**config.mk**
```make
export PLATFORM = sky130hd
export DESIGN_NAME = cnn_operand_loader
export DESIGN_NICKNAME = d
export VERILOG_FILES = /design/src/rtl/cnn_pkg.sv /design/src/rtl/cnn_operand_loader.sv
export SDC_FILE = /design/constraint.sdc
export NUM_CORES = 1
export LEC_CHECK = 0
export CORE_MARGIN = 3
export CORE_UTILIZATION = 41
export DETAILED_ROUTE_END_ITERATION = 8
export PLACE_DENSITY = 0.7
export SLEW_MARGIN = 20
export SYNTH_ARGS = -nofsm -noshare
export SYNTH_HDL_FRONTEND = slang
export SYNTH_SLANG_ARGS = --single-unit
export TNS_END_PERCENT = 10
```
**constraint.sdc**
```tcl
create_clock -name clk -period 5.5 [get_ports clk]
set_clock_uncertainty 0.05 [all_clocks]
set_input_delay 0.825 -clock clk [delete_from_list [all_inputs] [get_ports clk]]
set_output_delay 0.825 -clock clk [all_outputs]
set_load 0.05 [all_outputs]
```
**src/rtl/cnn_pkg.sv**
```systemverilog
// Shared constants, state type and duplication slot table for the CNN operand loader.
// CNN_DUP_FILL_EN selects the 10-write duplication fill order instead of 14 sequential writes.
package cnn_pkg;

  localparam int NUM_SLOTS  = 14;
  localparam int SLOT_W     = 16;
  localparam int CNT_W      = 4;
  localparam int FRAME_W    = NUM_SLOTS * SLOT_W;
  localparam int DUP_WRITES = 10;

`ifdef CNN_DUP_FILL_EN
  localparam int WRITES_PER_FRAME = DUP_WRITES;
`else
  localparam int WRITES_PER_FRAME = NUM_SLOTS;
`endif

  typedef enum logic {
    FILL = 1'b0,
    FULL = 1'b1
  } fill_state_e;

  // Write number -> primary slot; slots 1, 8, 9 are filled as copies and 11 is never written.
  function automatic int unsigned dup_slot(input logic [CNT_W-1:0] idx);
    case (int'(idx))
      0:       return 0;
      1:       return 2;
      2:       return 3;
      3:       return 4;
      4:       return 5;
      5:       return 6;
      6:       return 7;
      7:       return 10;
      8:       return 12;
      9:       return 13;
      default: return 0;
    endcase
  endfunction

endpackage

```
**src/rtl/cnn_operand_loader.sv**
```systemverilog
// Collects 16-bit operand words into a frame buffer and hands the full frame over with valid/ready.
// Build option CNN_DUP_FILL_EN enables the fixed slot-duplication fill map (10 writes per frame).
//
// state | meaning
// FILL  | accepting writes into slot order position fill_cnt
// FULL  | frame complete and frozen, frame_valid high, waiting for frame_ready
module cnn_operand_loader
  import cnn_pkg::*;
(
  input  logic               clk,
  input  logic               rst,
  input  logic               clear,
  input  logic               wr_en,
  input  logic [31:0]        wr_data,
  input  logic               frame_ready,
  output logic               frame_valid,
  output logic [FRAME_W-1:0] frame_data,
  output logic [CNT_W-1:0]   fill_cnt,
  output logic               wr_drop
);

  localparam logic [CNT_W-1:0] LAST_IDX = CNT_W'(WRITES_PER_FRAME - 1);

  fill_state_e        state_q, state_d;
  logic [CNT_W-1:0]   cnt_q, cnt_d;
  logic [FRAME_W-1:0] data_q, data_d;
  logic               drop_q, drop_d;
  logic               do_write;
  logic [CNT_W-1:0]   wr_idx;
  logic [15:0]        unused_wr_hi;

  assign unused_wr_hi = wr_data[31:16];

  function automatic int unsigned slot_of(input logic [CNT_W-1:0] idx);
`ifdef CNN_DUP_FILL_EN
    return dup_slot(idx);
`else
    return 32'(idx);
`endif
  endfunction

  function automatic logic [FRAME_W-1:0] store_word(input logic [FRAME_W-1:0] frame,
                                                    input int unsigned      slot,
                                                    input logic [SLOT_W-1:0] word);
    logic [FRAME_W-1:0] f;
    f = frame;
    f[slot*SLOT_W +: SLOT_W] = word;
`ifdef CNN_DUP_FILL_EN
    if (slot == 0) begin
      f[1*SLOT_W +: SLOT_W] = word;
    end
    if (slot == 7) begin
      f[8*SLOT_W +: SLOT_W] = word;
      f[9*SLOT_W +: SLOT_W] = word;
    end
`endif
    return f;
  endfunction

  always_ff @(posedge clk) begin
    if (!rst) begin
      state_q <= FILL;
      cnt_q   <= '0;
      data_q  <= '0;
      drop_q  <= 1'b0;
    end else if (clear) begin
      state_q <= FILL;
      cnt_q   <= '0;
      data_q  <= '0;
      drop_q  <= 1'b0;
    end else begin
      state_q <= state_d;
      cnt_q   <= cnt_d;
      data_q  <= data_d;
      drop_q  <= drop_d;
    end
  end

  always_comb begin
    state_d  = state_q;
    cnt_d    = cnt_q;
    data_d   = data_q;
    drop_d   = drop_q;
    do_write = 1'b0;
    wr_idx   = cnt_q;

    case (state_q)
      FILL: begin
        if (wr_en) begin
          do_write = 1'b1;
          wr_idx   = cnt_q;
          cnt_d    = cnt_q + 1'b1;
          if (cnt_q == LAST_IDX) begin
            state_d = FULL;
          end
        end
      end
      FULL: begin
        // A write in the consume cycle starts the next frame with no bubble.
        if (frame_ready) begin
          state_d = FILL;
          cnt_d   = '0;
          if (wr_en) begin
            do_write = 1'b1;
            wr_idx   = '0;
            cnt_d    = CNT_W'(1);
          end
        end else if (wr_en) begin
          drop_d = 1'b1;
        end
      end
      default: begin
        state_d = FILL;
        cnt_d   = '0;
      end
    endcase

    if (do_write) begin
      data_d = store_word(data_q, slot_of(wr_idx), wr_data[SLOT_W-1:0]);
    end
  end

  assign frame_valid = (state_q == FULL);
  assign frame_data  = data_q;
  assign fill_cnt    = cnt_q;
  assign wr_drop     = drop_q;

endmodule

```
# Word level (Yosys, flattened, before mapping)
# Cells that the tools add are included.
[word_totals]
ff_bits = 230
in_bits = 37
out_inout_bits = 230
[op_classes]
addsub = 2
eq_ne = 3
shifts = 2
n_mux = 15
bitwise = 3
n_reduce_logical = 3
[op_table]
columns = ["cell", "n"]
rows = [
  ["224-bit bitwise mux", 1],
  ["16-bit by 34-bit variable shift with 224-bit output (first input constant)", 1],
  ["16-bit by 34-bit indexed part select with 224-bit output", 1],
  ["8-bit negator with 34-bit output", 1],
  ["4-bit two-way mux", 4],
  ["4-bit one-hot mux with 2 select lines", 2],
  ["1-bit two-way mux", 6],
  ["4-bit by 1-bit adder with 4-bit output (second input constant)", 1],
  ["4-bit == test (second input constant)", 1],
  ["2-bit inequality test (second input constant)", 2],
  ["1-bit one-hot mux with 2 select lines", 2],
  ["1-bit inverter", 3],
  ["3-bit AND reduction", 1],
  ["2-bit AND reduction", 1],
  ["2-bit OR reduction", 1],
]

# Logic depth before layout (Yosys ltp)
# Gate-level depths: netlist (run 1).
[depth]
word_depth = 6
depth_mapped = 12

# Least setup slack after synthesis (run 1)
# No wires, ideal clock.
[synth_path]
kind = "register -> register"
start = "register cnt_q[0], in the netlist fill_cnt[0]"
end = "register data_q[70], in the netlist frame_data[70]"
setup_ns = 0.117
arrival_time_ns = 3.311
t_required_ns = 5.333
setup_slack_ns = 2.022
path_stages_with_launch = 11
period_less_slack_ns = 3.478
cell_sequence = "dfxtp_1 buf_2 clkbuf_1 nand2_1 ha_1 clkbuf_1 or3b_2 a211oi_4 a21oi_1 clkbuf_1 a22o_1"
[synth_via]
elab_chain_len = 6
elab_cells_between_ends = 7
cone_classes = "1 x add/sub; 2 x shift; 4 x mux"
[synth_rtl]
columns = ["element", "line_no", "source"]
rows = [
  ["start, declared", "cnn_operand_loader.sv:25", "logic [CNT_W-1:0] cnt_q, cnt_d;"],
  ["start signal, assigned", "cnn_operand_loader.sv:73", "cnt_q <= cnt_d;"],
  ["4-bit two-way mux", "cnn_operand_loader.sv:103", "if (wr_en) begin"],
  ["4-bit two-way mux", "cnn_operand_loader.sv:100", "if (frame_ready) begin"],
  ["4-bit one-hot mux with 2 select lines *", "cnn_operand_loader.sv:87", "case (state_q)"],
  ["8-bit negator with 34-bit output *", "cnn_operand_loader.sv:47", "f[slot*SLOT_W +: SLOT_W] = word;"],
  ["16-bit by 34-bit indexed part select with 224-bit output / 16-bit by 34-bit variable shift with 224-bit output (equally long branches)", "cnn_operand_loader.sv:47", ""],
  ["224-bit bitwise mux *", "cnn_operand_loader.sv:47", ""],
  ["end signal, assigned", "cnn_operand_loader.sv:74", "data_q <= data_d;"],
  ["end, declared", "cnn_operand_loader.sv:26", "logic [FRAME_W-1:0] data_q, data_d;"],
]
# Every way passes the cells marked *; elsewhere a longest branch is shown, timed or not.
# A chain may end at the register's enable or synchronous reset.

# Worst setup path in the final report (run 1)
[layout_path]
start = "input port wr_en"
end = "register data_q[159], in the netlist frame_data[159]"
[layout_via]
elab_chain_len = 6
elab_cells_between_ends = 10
cone_classes = "1 x add/sub; 2 x shift; 7 x mux"
[layout_rtl]
columns = ["element", "line_no", "source"]
rows = [
  ["start, declared", "cnn_operand_loader.sv:13", "input logic wr_en,"],
  ["4-bit two-way mux", "cnn_operand_loader.sv:103", ""],
  ["4-bit two-way mux", "cnn_operand_loader.sv:100", ""],
  ["4-bit one-hot mux with 2 select lines", "cnn_operand_loader.sv:87", ""],
  ["8-bit negator with 34-bit output", "cnn_operand_loader.sv:47", ""],
  ["16-bit by 34-bit indexed part select with 224-bit output / 16-bit by 34-bit variable shift with 224-bit output (equally long branches)", "cnn_operand_loader.sv:47", ""],
  ["224-bit bitwise mux", "cnn_operand_loader.sv:47", ""],
]
# Several ways; a longest one is shown, not always the timed one.

==> impl_metrics.ini, run 1 <==
[status]
status = finished, final reports clean

[finish]
nets = 1289
final_area_um2 = 12800
drive_above_1_share_pct = 6.48
final_util_pct = 57.8
n_antenna_cell = 0
layoutNonFillerInstCount = 1545
syn2layout_area_growth_pct = 37.1

[setup_path]
cpPeakStageDelay_ns = 0.94
rr_worst_depth = 8
cp_num_buf_inv = 1
timing.rr.end = frame_data[76]$_SDFFE_PP0P_
critPathTopFamily = simple AND/OR/NAND/NOR gates
critical_path_class = in2reg
reg2reg_setup_slack_ns = 1.98
endpoint_kind = register
cp_max_fo = 32
r2r_start = frame_valid$_SDFF_PP0_
startpoint_type = input port
path_cells = clkdlybuf4s50_1 > nand3_1 > o31ai_1 > ha_1 > nor4bb_1 > and3_1 > nand4_1 > a21oi_1
required_ns = 5.88
cp_slowest_cell = and3_1
startpoint = wr_en
arrival_ns = 4.41

[flow_run]
drv_cap = 0

[yosys]
syn_inst = 1059
synth-xor-area-share_pct = 0.0940
yosys.area.top_type_share_pct = 49.4
async_flop_share_pct = 0
synth_area_leader_cell = dfxtp_1
synth_simple_gate_area_share_pct = 22.9
synthAdderAreaFrac_pct = 0.537
ys_seq_area_share_pct = 49.4
synth_cell_types = 57
synth_compound_area_share_pct = 10.2
synth_most_common_cell = nand2_1
ys_ff_latch = 230
synth_area_leaders = dfxtp_1 49%, mux2i_1 12%, nand2_1 10%
synth_warnings = 0
synthFlopType = dfxtp_1
synth_edf_count = 0
synth_mux_area_share_pct = 11.7
synth_top_family_by_area = simple AND/OR/NAND/NOR gates
synth_area_um2 = 9320
synth_nets = 1100
yosys-top-cells-count = 256 x nand2_1, 230 x dfxtp_1, 108 x mux2i_1
syn_area_per_cell_um2 = 8.80

[grt]
track_usage_pct = 23.9
grtUsageMet2_pct = 38.2
grt_pass1_vias = 7833
grtUsageMet3_pct = 5.61
met1_usage_pct = 32.7
grt_max_degree = 171
overflow = 0
grt_busiest_layer = met2
antenna_found_initial = 0
grt_pass1_wl_mm = 46.2

[floorplan]
boundaryPins = 267
dieHeight_um = 157
start_util_pct = 42.2
rows = 54
coreArea_um2 = 22100
die_x_um = 157
dieArea_um2 = 24600

[route]
vias = 8411
wire_per_inst_um = 20.0
wl_mm = 30.9
drc = 0
first_pass_iters = 5
viasPerCell = 5.44
drt_iter0_drc = 543
final_antenna_net_count = 0

[hold_path]
hold_path.startpoint = frame_data[56]$_SDFFE_PP0P_
hold_path_class = reg2reg
hold_end = frame_data[56]$_SDFFE_PP0P_
hold-path-cell-count = 2

[pwr]
ir_worst_vdd_mv = 0.172
power_density_nw_per_um2 = 280
switching_share_pct = 22.8
p_leak_nw = 4.33
pwr-share-comb_pct = 5.7
switchingPower_mw = 0.818
seqPwrFrac_pct = 46.6
p_clk_share_pct = 47.7
p_int_mw = 2.76
power.total_mw = 3.58

[clocking]
clk_pin_slew_ns = 0.06
htree_levels = 1
insertion_delay_ns = 0.50
cts_tree = built
cts_buffers = 25
post_cts_buffers = 0
cts_resized = 0
holdBufCountCts = 0
cts.sinks = 230
cts_buffer_depth = 3
root_buffer = clkbuf_16

[placement]
postPlaceCellArea_um2 = 11900
dp_cells = 1501
place_hpwl_mm = 19.6
finalWeightedCongestion = 0.840
io_buffers = 250

[sta]
rsz0062_at_grt = no
clock.fmax_mhz = 248
tns_ns = 0
relSlewSlack_pct = 28.2
tightest_slew_ns = 1.07
hold_viol = 0
post-route-period-util_pct = 73.3
fin_crit_ns = 4.03
slew_violations = 0
setup_violations = 0
-- worst min-delay path: cells and delay by family, from the launching register on --
family | cells | cell delay, ns
AND/OR/NAND/NOR | 1 | 0.05
flip-flops | 1 | 0.31
AO/OA/AOI/OAI | 1 | 0.05
-- power groups by stage --
stage | clock (mW) | sequential, mW | combinational [mW]
2_1_floorplan | 0 | 1.72 | 0.108
3_3_place_gp | 0 | 1.71 | 0.202
3_5_place_dp | 0 | 1.71 | 0.202
4_1_cts | 1.74 | 1.67 | 0.202
5_1_grt | 1.81 | 1.67 | 0.214
6_report | 1.71 | 1.67 | 0.203
-- per-stage QoR --
step | hold slack (ns) | setup WS [ns]
CTS | 0.402 | 1.58
global route | 0.419 | 1.21
global placement | 0.387 | 1.09
finish | 0.400 | 1.47
detailed placement | 0.395 | 1.05
floorplan | 0.621 | 2.02
-- per-layer routing --
layer  wire [µm]  vias up  part of all wire (%)
met5           0        -                     0
met3        2350       47                   7.6
li1            -     4052                     -
met1       13400     3992                    43
met4         795        0                   2.6
met2       14300      320                    46
-- cell type report --
cell class | count | area (µm²)
clock buffers | 38 | 764
clock inverters | 6 | 83.8
fillers | 2006 | 9320
inverters | 3 | 11.3
multi-input cells | 716 | 4280
flip-flops and latches | 230 | 4600
well taps | 280 | 350
repair buffers | 272 | 2680
-- registers in the layout (all words and copies together), names as in the netlist --
signal / flops
frame_data: 224
wr_drop: 1
frame_valid: 1
fill_cnt: 4
-- logic make-up after synthesis --
group / after synthesis
buffers and inverters: 113
adder cells (fa/ha/maj): 4
XOR/XNOR: 1
flip-flops: 230
AO/OA/AOI/OAI: 149
AND/OR/NAND/NOR: 453
multiplexers: 109
-- placed cells by master (no fill, tap or decap), types with 5 or more instances in the layout --
master,instances
dfxtp_1,230
nand2b_1,6
o22ai_1,28
a21oi_1,62
clkbuf_16,25
buf_4,21
nand3b_1,16
and3_1,5
nand3_1,85
o21ai_0,26
nand4_1,47
nor3_1,5
nand2_1,256
mux2i_1,108
a22o_1,16
nor2_1,8
clkbuf_8,9
clkdlybuf4s50_1,250
-- worst max-delay path by stage --
stage                                               to  cells past startpoint
final                     frame_data[159]$_SDFFE_PP0P_                      8
after floorplan            frame_data[70]$_SDFFE_PP0P_                     10
after CTS                 frame_data[159]$_SDFFE_PP0P_                      8
after global routing      frame_data[144]$_SDFFE_PP0P_                      7
after detailed placement  frame_data[159]$_SDFFE_PP0P_                      8
after global placement     frame_data[71]$_SDFFE_PP0P_                      9
(Power assumes the default switching activity.)
==> inputs of run 2 (changes only) <==
- clock period: 5.5 -> 4.1 ns (I/O delays scaled with it)
==> impl_metrics.ini, run 2 (synthesized netlist as in run 1, its figures left out) <==
[grt]
track_usage_pct = 24.3
antenna_found_initial = 0
overflow = 0
grt_pass1_wl_mm = 47.2
grt_max_degree = 171
grt_pass1_vias = 7896

[clocking]
insertion_delay_ns = 0.52
post_cts_buffers = 0
clk_pin_slew_ns = 0.06
cts_buffers = 25
root_buffer = clkbuf_16
cts_tree = built
holdBufCountCts = 0
cts_resized = 0
htree_levels = 1
cts.sinks = 230
cts_buffer_depth = 3

[floorplan]
dieArea_um2 = 24600
rows = 54
coreArea_um2 = 22100
start_util_pct = 42.2
boundaryPins = 267
die_x_um = 157
dieHeight_um = 157

[sta]
hold_viol = 0
relSlewSlack_pct = 26.6
fin_hold_ws_ns = 0.402
setup_violations = 0
tns_ns = 0
post-route-period-util_pct = 83.3
tightest_slew_ns = 1.10
clock.fmax_mhz = 293
fin_crit_ns = 3.42
slew_violations = 0
rsz0062_at_grt = no

[route]
vias = 8467
wire_per_inst_um = 20.0
wl_mm = 31.1
final_antenna_net_count = 0
drt_iter0_drc = 571
viasPerCell = 5.45
first_pass_iters = 5
drc = 0

[setup_path]
arrival_ns = 3.73
critical_path_class = in2reg
required_ns = 4.42
reg2reg_setup_slack_ns = 0.79
cp_max_fo = 16
endpoint_kind = register
rr_worst_depth = 7
startpoint_type = input port

[status]
status = finished, final reports clean

[finish]
final_util_pct = 58.1
final_common_cell = nand2_1
nets = 1299
layout_common_cells = 256 x nand2_1, 250 x clkdlybuf4s50_1, 230 x dfxtp_1, 108 x mux2i_1, 85 x nand3_1
n_antenna_cell = 0
largest_reg_flops = 224
syn2layout_area_growth_pct = 37.8
nFillCells = 1959
regArea_um2 = 4600
drive_above_1_share_pct = 7.29
multi_input_comb_area_um2 = 4280
layoutNonFillerInstCount = 1555

[hold_path]
hold-path-cell-count = 2
hold_path_class = reg2reg

[pwr]
p_leak_nw = 4.37
power_density_nw_per_um2 = 374
power.total_mw = 4.81
ir_worst_vdd_mv = 0.218

[placement]
dp_cells = 1511
finalWeightedCongestion = 0.877
place_hpwl_mm = 19.7
io_buffers = 250

[flow_run]
drv_cap = 0
## run 2: cell count changes in the layout (fill, tap and decap cells not counted), sizes merged
cell,delta
buf,+10
inv,+1
bufinv,+1
clkinvlp,+2
clkinv,+3
clkbuf,-7
## run 2: metrics by stage
step | setup slack, ns | area, µm²
3_5_place_dp | 0.262 | 12000
5_1_grt | 0.372 | 12800
4_1_cts | 0.797 | 12800
6_report | 0.683 | 12800
3_3_place_gp | 0.348 | 12000
2_1_floorplan | 0.622 | 9320
## run 2: path summary, 6_finish.rpt
path	start	to
worst max-delay path	frame_ready	frame_data[50]$_SDFFE_PP0P_
worst max register to register	frame_valid$_SDFF_PP0_	frame_data[50]$_SDFFE_PP0P_
worst min register to register	frame_data[56]$_SDFFE_PP0P_	frame_data[56]$_SDFFE_PP0P_
worst min-delay path	frame_data[56]$_SDFFE_PP0P_	frame_data[56]$_SDFFE_PP0P_
## run 2: metal layers
layer,vias to the layer above,wire length (µm),track usage (%),share of wire [%]
met5,-,0,0,0
met3,44,2590,5.70,8.3
met4,0,701,6.88,2.3
met2,328,14300,37.7,46
li1,4072,-,-,-
met1,4023,13500,33.9,43
## run 2: worst max-delay path: stages
cell and delay (ns):
clkdlybuf4s50_1 0.52, nand3_1 0.32, o31ai_1 0.13, ha_1 0.28, nor4bb_1 0.79, nand3_1 0.74, nand2_1 0.25, a21oi_1 0.09
## run 2: area by class of cell
| class | count | area share, % |
|---|---|---|
| Timing Repair Buffer | 282 | 21.5 |
| Clock inverter | 13 | 1.22 |
| Multi-Input combinational cell | 716 | 33.3 |
| Inverter | 3 | 0.0877 |
| Tap cell | 280 | 2.73 |
| Sequential cell | 230 | 35.9 |
| Clock buffer | 31 | 5.28 |
## run 2: power by group
| group | switching [mW] | internal (mW) |
|---|---|---|
| Clock | 0.924 | 1.36 |
| Sequential | 0.00401 | 2.24 |
| Combinational | 0.207 | 0.0693 |
| Total | 1.14 | 3.67 |
==> inputs of run 3 (changes only) <==
- PLACE_DENSITY: 0.7 -> 0.73
- clock period: 4.1 -> 3.1 ns (I/O delays scaled with it)
==> impl_metrics.ini, run 3 (synthesized netlist as in run 1, its figures left out) <==
[clocking]
cts_tree = built
htree_levels = 1
cts_resized = 0
root_buffer = clkbuf_16
holdBufCountCts = 0
cts_buffers = 25
insertion_delay_ns = 0.51
cts.sinks = 230
cts_buffer_depth = 3
post_cts_buffers = 0
clk_pin_slew_ns = 0.06

[sta]
post-route-period-util_pct = 88.6
tightest_slew_ns = 1.11
clock.fmax_mhz = 364
rsz0062_at_grt = no
tns_ns = 0
relSlewSlack_pct = 25.7
hold_viol = 0
setup_violations = 0
worst_slack_ns = 0.352
slew_violations = 0
fin_hold_ws_ns = 0.402
fin_crit_ns = 2.75

[finish]
nets = 1321
final_common_cell = nand2_1
drive_above_1_share_pct = 8.85
largest_reg_flops = 224
layout_common_cells = 256 x nand2_1, 250 x clkdlybuf4s50_1, 228 x dfxtp_1, 108 x mux2i_1, 85 x nand3_1
layoutNonFillerInstCount = 1579
syn2layout_area_growth_pct = 41.6
n_antenna_cell = 0

[placement]
finalWeightedCongestion = 0.860
io_buffers = 250
dp_worst_setup_slack_ns = -0.0339
dp_cells = 1533
place_hpwl_mm = 20.0

[flow_run]
drv_cap = 0

[grt]
antenna_found_initial = 0
overflow = 0
grt_pass1_wl_mm = 46.9
track_usage_pct = 24.2
grt_max_degree = 175
grt_pass1_vias = 8175

[status]
status = finished, final reports clean

[setup_path]
cp_num_buf_inv = 2
critical_path_class = reg2reg
cp_slowest_cell = dfxtp_2
cpPeakStageDelay_ns = 0.48
path_cells = nand3_1 > nand2_1 > ha_1 > buf_4 > nand4_1 > o211ai_4 > buf_12 > nand3_1 > o22ai_1
startpoint_type = register
required_ns = 3.48
endpoint_kind = register
critPathTopFamily = simple AND/OR/NAND/NOR gates
arrival_ns = 3.13
cp_max_fo = 41
path_common_cell = nand3_1

[route]
wire_per_inst_um = 19.6
drc = 0
viasPerCell = 5.39
first_pass_iters = 5
vias = 8516
drt_iter0_drc = 644
wl_mm = 30.9
final_antenna_net_count = 0

[floorplan]
start_util_pct = 42.2
coreArea_um2 = 22100
die_x_um = 157
dieArea_um2 = 24600
dieHeight_um = 157
rows = 54
boundaryPins = 267

[pwr]
power_density_nw_per_um2 = 481
p_leak_nw = 4.53
ir_worst_vdd_mv = 0.386

[hold_path]
hold_path_class = reg2reg
run 3: cell types whose count changed in the layout (fill, tap and decap cells not counted), moves of 2 or more:
cell	before	now
clkinv_4	2	0
clkbuf_1	3	7
clkbuf_8	3	6
clkinvlp_4	2	0
buf_12	1	16
buf_4	31	38
dfxtp_1	230	228
run 3: worst reg2reg max path, cell delays in order (launching register included):
cell      delay (ns)
dfxtp_2         0.48
nand3_1         0.30
nand2_1         0.18
ha_1            0.20
buf_4           0.16
nand4_1         0.21
o211ai_4        0.16
buf_12          0.25
nand3_1         0.39
o22ai_1         0.29
run 3: final cells by class:
type / count / area [µm²]
fill: 1891 / 8900
clock buffer: 38 / 734
multi-input combinational: 716 / 4280
sequential: 230 / 4610
tap: 280 / 350
inverter: 3 / 11.3
clock inverter: 8 / 97.6
timing repair buffer: 304 / 3110
run 3: metrics by stage:
step	instance area [µm²]	utilization (%)	total power, mW
6_report	13200	59.7	6.35
4_1_cts	13200	59.7	6.39
3_3_place_gp	12400	55.9	3.42
3_5_place_dp	12400	55.9	3.42
5_1_grt	13200	59.7	6.55
2_1_floorplan	9330	-	3.24
run 3: layer usage:
layer / part of all wire (%) / GRT usage, % / up-vias / wire (µm)
met1: 42 / 32.4 / 4013 / 13100
li1: - / - / 4120 / -
met2: 47 / 38.6 / 331 / 14500
met4: 2.4 / 6.63 / 0 / 736
met3: 8.5 / 6.36 / 52 / 2640
met5: 0 / 0 / - / 0
run 3: power breakdown:
part	switching [mW]	internal, mW
registers	0.00865	2.96
logic	0.274	0.115
clock network	1.19	1.80
total	1.47	4.88
run 3: path summary, 6_finish.rpt:
kind / end / from / cells after the start / slack (ns)
setup / recovery: frame_data[138]$_SDFFE_PP0P_ / frame_valid$_SDFF_PP0_ / 9 / 0.35
hold / removal: frame_data[29]$_SDFFE_PP0P_ / frame_data[29]$_SDFFE_PP0P_ / 2 / 0.40
setup reg to reg: frame_data[138]$_SDFFE_PP0P_ / frame_valid$_SDFF_PP0_ / 9 / 0.35
hold reg to reg: frame_data[29]$_SDFFE_PP0P_ / frame_data[29]$_SDFFE_PP0P_ / 2 / 0.40
